$ cat src/rtl/clk_en_hub_pkg.sv
// Shared types and constants for the cascaded clock-enable hub.
// Default ratios give 5 MHz, 1 MHz, 100 kHz ... 1 Hz enables from a 50 MHz clock.
package clk_hub_pkg;

    localparam int CLK_HZ    = 50_000_000;
    localparam int N_CH_DEF  = 8;
    localparam int CNT_W_DEF = 8;

    typedef logic [CNT_W_DEF-1:0] ratio_t;

    // Channel 0 is the least significant element.
    localparam logic [N_CH_DEF-1:0][CNT_W_DEF-1:0] DEF_RATIO = {
        8'd10, 8'd10, 8'd10, 8'd10, 8'd10, 8'd10, 8'd5, 8'd10
    };

    function automatic int unsigned ceil_half(input int unsigned r);
        return (r + 1) / 2;
    endfunction

endpackage

$ cat src/rtl/clk_en_hub_if.sv
// Control/status bundle of the clock-enable hub: run enables, ratio writes, ticks and square waves.
interface clk_en_hub_if #(
    parameter int N_CH  = 8,
    parameter int CNT_W = 8
);
    localparam int SEL_W = (N_CH > 1) ? $clog2(N_CH) : 1;

    logic [N_CH-1:0]  en_i;
    logic             sync_clr_i;
    logic             cfg_wr_i;
    logic [SEL_W-1:0] cfg_sel_i;
    logic [CNT_W-1:0] cfg_ratio_i;
    logic [N_CH-1:0]  cfg_pend_o;
    logic [N_CH-1:0]  tick_o;
    logic [N_CH-1:0]  sq_o;

    modport master (
        output en_i, sync_clr_i, cfg_wr_i, cfg_sel_i, cfg_ratio_i,
        input  cfg_pend_o, tick_o, sq_o
    );

    modport slave (
        input  en_i, sync_clr_i, cfg_wr_i, cfg_sel_i, cfg_ratio_i,
        output cfg_pend_o, tick_o, sq_o
    );
endinterface

$ cat src/rtl/clk_en_stage.sv
// One divider channel: counter, active and pending ratio, square-wave register.
// t_o is the combinational terminal-count strobe that advances the next channel.
module clk_en_stage
    import clk_hub_pkg::*;
#(
    parameter int               CNT_W = 8,
    parameter logic [CNT_W-1:0] DEF   = 10
) (
    input  logic             clk,
    input  logic             rst,
    input  logic             en_i,
    input  logic             adv_i,
    input  logic             sync_clr_i,
    input  logic             wr_i,
    input  logic [CNT_W-1:0] wr_ratio_i,
    output logic             t_o,
    output logic             sq_o,
    output logic             pend_o
);

    localparam logic [CNT_W-1:0] ONE      = CNT_W'(1);
    localparam logic [CNT_W-1:0] DEF_NORM = (DEF == '0) ? ONE : DEF;

    logic [CNT_W-1:0] cnt_q, cnt_d;
    logic [CNT_W-1:0] ratio_q, ratio_d;
    logic [CNT_W-1:0] pend_ratio_q, pend_ratio_d;
    logic             pend_q, pend_d;
    logic             sq_q, sq_d;
    logic [CNT_W-1:0] wr_norm;
    logic [CNT_W-1:0] half;
    logic             t;

    // Ratios are stored already normalised, so the terminal compare never sees 0.
    assign wr_norm = (wr_ratio_i == '0) ? ONE : wr_ratio_i;
    assign half    = CNT_W'(ceil_half(32'(ratio_q)));
    assign t       = en_i & adv_i & (cnt_q == ratio_q - ONE);

    always_comb begin
        cnt_d        = cnt_q;
        ratio_d      = ratio_q;
        pend_ratio_d = pend_ratio_q;
        pend_d       = pend_q;
        sq_d         = en_i & (ratio_q != ONE) & (cnt_q < half);

        if (sync_clr_i) begin
            cnt_d  = '0;
            pend_d = 1'b0;
            if (pend_q) ratio_d = pend_ratio_q;
            if (wr_i) begin
                ratio_d      = wr_norm;
                pend_ratio_d = wr_norm;
            end
        end else begin
            if (!en_i)      cnt_d = '0;
            else if (adv_i) cnt_d = t ? '0 : cnt_q + ONE;

            // Swap only at a period boundary (or while idle) so the running period is never cut short.
            if ((t || !en_i) && pend_q) begin
                ratio_d = pend_ratio_q;
                pend_d  = 1'b0;
            end
            // A write landing on the apply cycle stays queued behind the value just applied.
            if (wr_i) begin
                pend_ratio_d = wr_norm;
                pend_d       = 1'b1;
            end
        end
    end

    always_ff @(posedge clk) begin
        if (rst) begin
            cnt_q        <= '0;
            ratio_q      <= DEF_NORM;
            pend_ratio_q <= DEF_NORM;
            pend_q       <= 1'b0;
            sq_q         <= 1'b0;
        end else begin
            cnt_q        <= cnt_d;
            ratio_q      <= ratio_d;
            pend_ratio_q <= pend_ratio_d;
            pend_q       <= pend_d;
            sq_q         <= sq_d;
        end
    end

    assign t_o    = t;
    assign sq_o   = sq_q;
    assign pend_o = pend_q;

endmodule

$ cat src/rtl/clk_en_hub.sv
// Cascaded clock-enable generator: channel 0 divides clk, channel i divides channel i-1's tick.
// All ticks come out of one register stage so every channel's strobe is edge-coincident.
module clk_en_hub
    import clk_hub_pkg::*;
#(
    parameter int                              N_CH      = 8,
    parameter int                              CNT_W     = 8,
    parameter logic [N_CH-1:0][CNT_W-1:0]      DEF_RATIO = clk_hub_pkg::DEF_RATIO
) (
    input  logic         clk,
    input  logic         rst,
    clk_en_hub_if.slave  bus
);

    localparam int SEL_W = (N_CH > 1) ? $clog2(N_CH) : 1;

    logic [N_CH-1:0] adv;
    logic [N_CH-1:0] t;
    logic [N_CH-1:0] wr;
    logic [N_CH-1:0] sq;
    logic [N_CH-1:0] pend;
    logic [N_CH-1:0] tick_q, tick_d;

    for (genvar gi = 0; gi < N_CH; gi++) begin : g_ch
        if (gi == 0) begin : g_src
            assign adv[gi] = 1'b1;
        end else begin : g_casc
            assign adv[gi] = t[gi-1];
        end

        // Selects beyond N_CH-1 match no channel and are dropped.
        assign wr[gi] = bus.cfg_wr_i & (bus.cfg_sel_i == SEL_W'(gi));

        clk_en_stage #(
            .CNT_W (CNT_W),
            .DEF   (DEF_RATIO[gi])
        ) u_stage (
            .clk        (clk),
            .rst        (rst),
            .en_i       (bus.en_i[gi]),
            .adv_i      (adv[gi]),
            .sync_clr_i (bus.sync_clr_i),
            .wr_i       (wr[gi]),
            .wr_ratio_i (bus.cfg_ratio_i),
            .t_o        (t[gi]),
            .sq_o       (sq[gi]),
            .pend_o     (pend[gi])
        );
    end

    always_comb begin
        tick_d = t & ~{N_CH{bus.sync_clr_i}};
    end

    always_ff @(posedge clk) begin
        if (rst) tick_q <= '0;
        else     tick_q <= tick_d;
    end

    assign bus.tick_o     = tick_q;
    assign bus.sq_o       = sq;
    assign bus.cfg_pend_o = pend;

endmodule

$ cat src/flat_wrapper.sv
// flat-port wrapper written by rule: the top's interface ports become plain ports
module clk_en_hub_flat import clk_hub_pkg::*;
#(
    parameter int                              N_CH      = 8,
    parameter int                              CNT_W     = 8,
    parameter logic [N_CH-1:0][CNT_W-1:0]      DEF_RATIO = clk_hub_pkg::DEF_RATIO
)
  (clk, rst, bus_en_i, bus_sync_clr_i, bus_cfg_wr_i, bus_cfg_sel_i, bus_cfg_ratio_i, bus_cfg_pend_o, bus_tick_o, bus_sq_o);
  clk_en_hub_if #(.N_CH(N_CH), .CNT_W(CNT_W)) bus_i ();
  input  logic clk;
  input  logic rst;
  input wire logic [$bits(bus_i.en_i)-1:0] bus_en_i;
  input wire logic [$bits(bus_i.sync_clr_i)-1:0] bus_sync_clr_i;
  input wire logic [$bits(bus_i.cfg_wr_i)-1:0] bus_cfg_wr_i;
  input wire logic [$bits(bus_i.cfg_sel_i)-1:0] bus_cfg_sel_i;
  input wire logic [$bits(bus_i.cfg_ratio_i)-1:0] bus_cfg_ratio_i;
  output wire logic [$bits(bus_i.cfg_pend_o)-1:0] bus_cfg_pend_o;
  output wire logic [$bits(bus_i.tick_o)-1:0] bus_tick_o;
  output wire logic [$bits(bus_i.sq_o)-1:0] bus_sq_o;
  assign bus_i.en_i = bus_en_i;
  assign bus_i.sync_clr_i = bus_sync_clr_i;
  assign bus_i.cfg_wr_i = bus_cfg_wr_i;
  assign bus_i.cfg_sel_i = bus_cfg_sel_i;
  assign bus_i.cfg_ratio_i = bus_cfg_ratio_i;
  assign bus_cfg_pend_o = bus_i.cfg_pend_o;
  assign bus_tick_o = bus_i.tick_o;
  assign bus_sq_o = bus_i.sq_o;
  clk_en_hub #(.N_CH(N_CH), .CNT_W(CNT_W), .DEF_RATIO(DEF_RATIO)) u_core (.clk(clk), .rst(rst), .bus(bus_i));
endmodule
$ cat config.mk
export PLATFORM = sky130hd
export DESIGN_NAME = clk_en_hub_flat
export DESIGN_NICKNAME = d
export VERILOG_FILES = /design/src/rtl/clk_en_hub_pkg.sv /design/src/rtl/clk_en_hub_if.sv /design/src/rtl/clk_en_stage.sv /design/src/rtl/clk_en_hub.sv /design/src/flat_wrapper.sv
export SDC_FILE = /design/constraint.sdc
export NUM_CORES = 1
export LEC_CHECK = 0
export BUFFER_PORTS_ARGS = -buffer_cell sky130_fd_sc_hd__buf_2
export CAP_MARGIN = 25
export CORE_ASPECT_RATIO = 1.25
export CORE_UTILIZATION = 55
export DETAILED_ROUTE_END_ITERATION = 12
export PLACE_DENSITY_LB_ADDON = 0.25
export SYNTH_ARGS = -nofsm -noshare
export SYNTH_HDL_FRONTEND = slang
export SYNTH_SLANG_ARGS = --single-unit
$ cat constraint.sdc
create_clock -name clk -period 5.7 [get_ports clk]
set_input_delay 0.57 -clock clk [delete_from_list [all_inputs] [get_ports clk]]
set_output_delay 0.57 -clock clk [all_outputs]
set_load 0.02 [all_outputs]
==> results.json <==
{
  "syn_area_sq_um": 13490,
  "min_period_ps": 3969,
  "syn_area_per_cell_sq_um": 8.279,
  "setup_violations": 0,
  "max_freq_ghz": 0.2519,
  "final_max_slew_viol_count": 0,
  "placedCellCount": 1892,
  "die_x_um": 142.1,
  "ys.warnings.count": 0,
  "dr.pass1.iters": 5,
  "multi_input_area_sq_um": 8491,
  "ios": 47,
  "cts_resized": 0,
  "post_synth_num_cell_types": 82,
  "layout.cells.non_filler": 1933,
  "wl_per_cell_um": 17.48,
  "cts-hold-fix-buffers": 0,
  "grtUsageTotal_pct": 27.00,
  "regArea_sq_um": 4324,
  "die_h_um": 177.1,
  "hpwl_um": 23360,
  "area_growth_pct": 7.505,
  "antenna_found_initial": 0,
  "startpoint_type": "flop",
  "rsz0062_at_grt": "false",
  "relSlewSlack_pct": 42.07,
  "drt_iter0_markers": 887,
  "routed_wl_um": 33790,
  "fill_cells": 2095,
  "grt_pass1_wl_um": 55240,
  "drc": 0,
  "synth-edff-count": 0,
  "viasPerCell": 6.025,
  "worstSetupPathType": "reg2reg",
  "drive_gt1_share_pct": 8.769,
  "synth_flop_cell": "dfxtp_1",
  "cts_tree": "done",
  "worstPathMaxFanout": 16,
  "cts_buffer_depth": 3,
  "async_flop_share_pct": 0,
  "tns_ps": 0,
  "insertion_delay_ps": 520,
  "syn_nets": 1740,
  "arrival_ps": 4350,
  "grt_start_max_net_pins": 60,
  "syn_inst": 1629,
  "grt_remaining_overflow": 0,
  "hold_slack_ps": 367.0,
  "peakVddDrop_mv": 0.2302,
  "cts_made_buffers": 24,
  "worst_pin_slew_ps": 863.1,
  "leakagePower_nw": 5.796,
  "required_ps": 6080,
  "htreeDepth": 1,
  "num_antenna_cells": 0,
  "routabilityCongestion": 0.8683,
  "start_util_pct": 56.47,
  "grt_pass1_vias": 10734,
  "crit_path_end_kind": "flop",
  "hold_path_class": "in2reg",
  "layout_common_cells": "216 x dfxtp_1, 174 x nor2_1, 146 x nand2_1",
  "cts_sinks": 216,
  "clkTransAtPathRegs_ps": 60,
  "postCtsSetupRepairBufs": 0,
  "post-route-period-util_pct": 69.64,
  "finalHoldViolations": 0,
  "ant_nets": 0,
  "routed-via-count": 11646,
  "port_buffers": 46,
  "mostFrequentLayoutCell": "dfxtp_1",
  "core_sq_um": 23880,
  "nNetsFinal": 1705,
  "die_area_sq_um": 25160,
  "powerDensity_nw_per_um2": 229.2,
  "cap_violations": 0,
  "pre_cts_ws_ps": 1790,
  "status": "finished clean",
  "fin_util_pct": 60.71,
  "skew_ps": 10.97,
  "rows": 63,
  "ys_ff_latch": 216,
  "cts-root-buf": "clkbuf_16",
  "synth_seq_area_share_pct": 32.06,
  "fin_ws_ps": 1731
}
## path summary, 6_finish.rpt
path | start | endpoint | slack [ps] | cells past startpoint
hold / removal | bus_en_i[7] | u_core.g_ch[7].u_stage.sq_o | 370 | 3
setup / recovery | u_core.g_ch[0].u_stage.ratio_q[0] | u_core.g_ch[1].u_stage.ratio_q[2] | 1730 | 10
hold reg to reg | u_core.g_ch[7].u_stage.pend_ratio_q[5] | u_core.g_ch[7].u_stage.pend_ratio_q[5] | 450 | 2
setup reg to reg | u_core.g_ch[0].u_stage.ratio_q[0] | u_core.g_ch[1].u_stage.ratio_q[2] | 1730 | 10
## Yosys cell counts (8+ instances only)
cell type	n	area [sq um]
nand2_1	146	548.0
nor4_1	16	100.1
ha_1	88	1101
a311oi_1	11	96.34
or3_1	30	187.7
o31ai_1	10	75.07
mux2i_1	45	450.4
o211ai_1	9	67.56
nand4_1	34	212.7
dfxtp_1	216	4324
nor3_1	38	190.2
inv_1	37	138.9
nand2b_1	13	81.33
a211oi_1	31	232.7
nor3b_1	8	60.06
and2_1	13	81.33
a21o_1	51	382.9
or4_1	16	120.1
nand3_1	78	390.4
clkbuf_1	93	349.1
o221a_2	11	123.9
nor2_1	174	653.1
xor2_1	87	762.0
and3_1	25	156.4
buf_1	9	33.78
a21oi_1	69	345.3
o21ai_0	49	245.2
buf_4	16	120.1
xnor2_1	79	691.9
## layout make-up
class                      instances  area share (%)
tap                              325           2.805
clock inverter                     5          0.3711
inverter                          38          0.9838
timing repair buffer              64           2.537
multi-input combinational       1250           58.56
clock buffer                      35           4.919
sequential                       216           29.82
## per-layer routing
metal	global-route usage (%)	wire, um
met3	3.463	1808
met2	46.90	16440
met4	7.572	737
met1	34.79	14810
met5	0	0
## power by group
part	total, W	leakage, nW	internal [W]	switching (W)
registers	0.00157	1.75	0.00154	0.0000341
clock network	0.00152	0.380	0.000906	0.000617
logic	0.000230	3.67	0.0000808	0.000149
## critical path, stage by stage (launching register included)
cell	delay [ps]
dfxtp_1	400
inv_1	110
ha_1	180
nor3b_1	380
nand2_1	120
xnor2_1	140
or4_1	670
or4_1	780
a31oi_2	720
and3_1	260
o21ai_0	70
## stage by stage
step	total power (W)	area, sq um
after CTS	0.003345	14490
after detailed placement	0.001830	13720
after floorplan	0.001762	13490
after global routing	0.003442	14500
after global placement	0.001825	13720
final	0.003323	14500
## sequential cells by signal (all words and copies together), names as in the netlist
name	count
u_core.g_ch.u_stage.pend_o	8
u_core.g_ch.u_stage.cnt_q	64
u_core.g_ch.u_stage.pend_ratio_q	64
u_core.bus.tick_o	8
u_core.g_ch.u_stage.sq_o	8
u_core.g_ch.u_stage.ratio_q	64
## logic make-up after synthesis
logic type,Yosys count,synth area share [%]
xor+xnor,166,10.78
buf+inv,163,5.140
fa+ha+maj,88,8.164
simple gates,633,23.18
mux,47,3.507
compound gates,316,17.16
flops,216,32.06
Power figures use the tool's default switching activity.
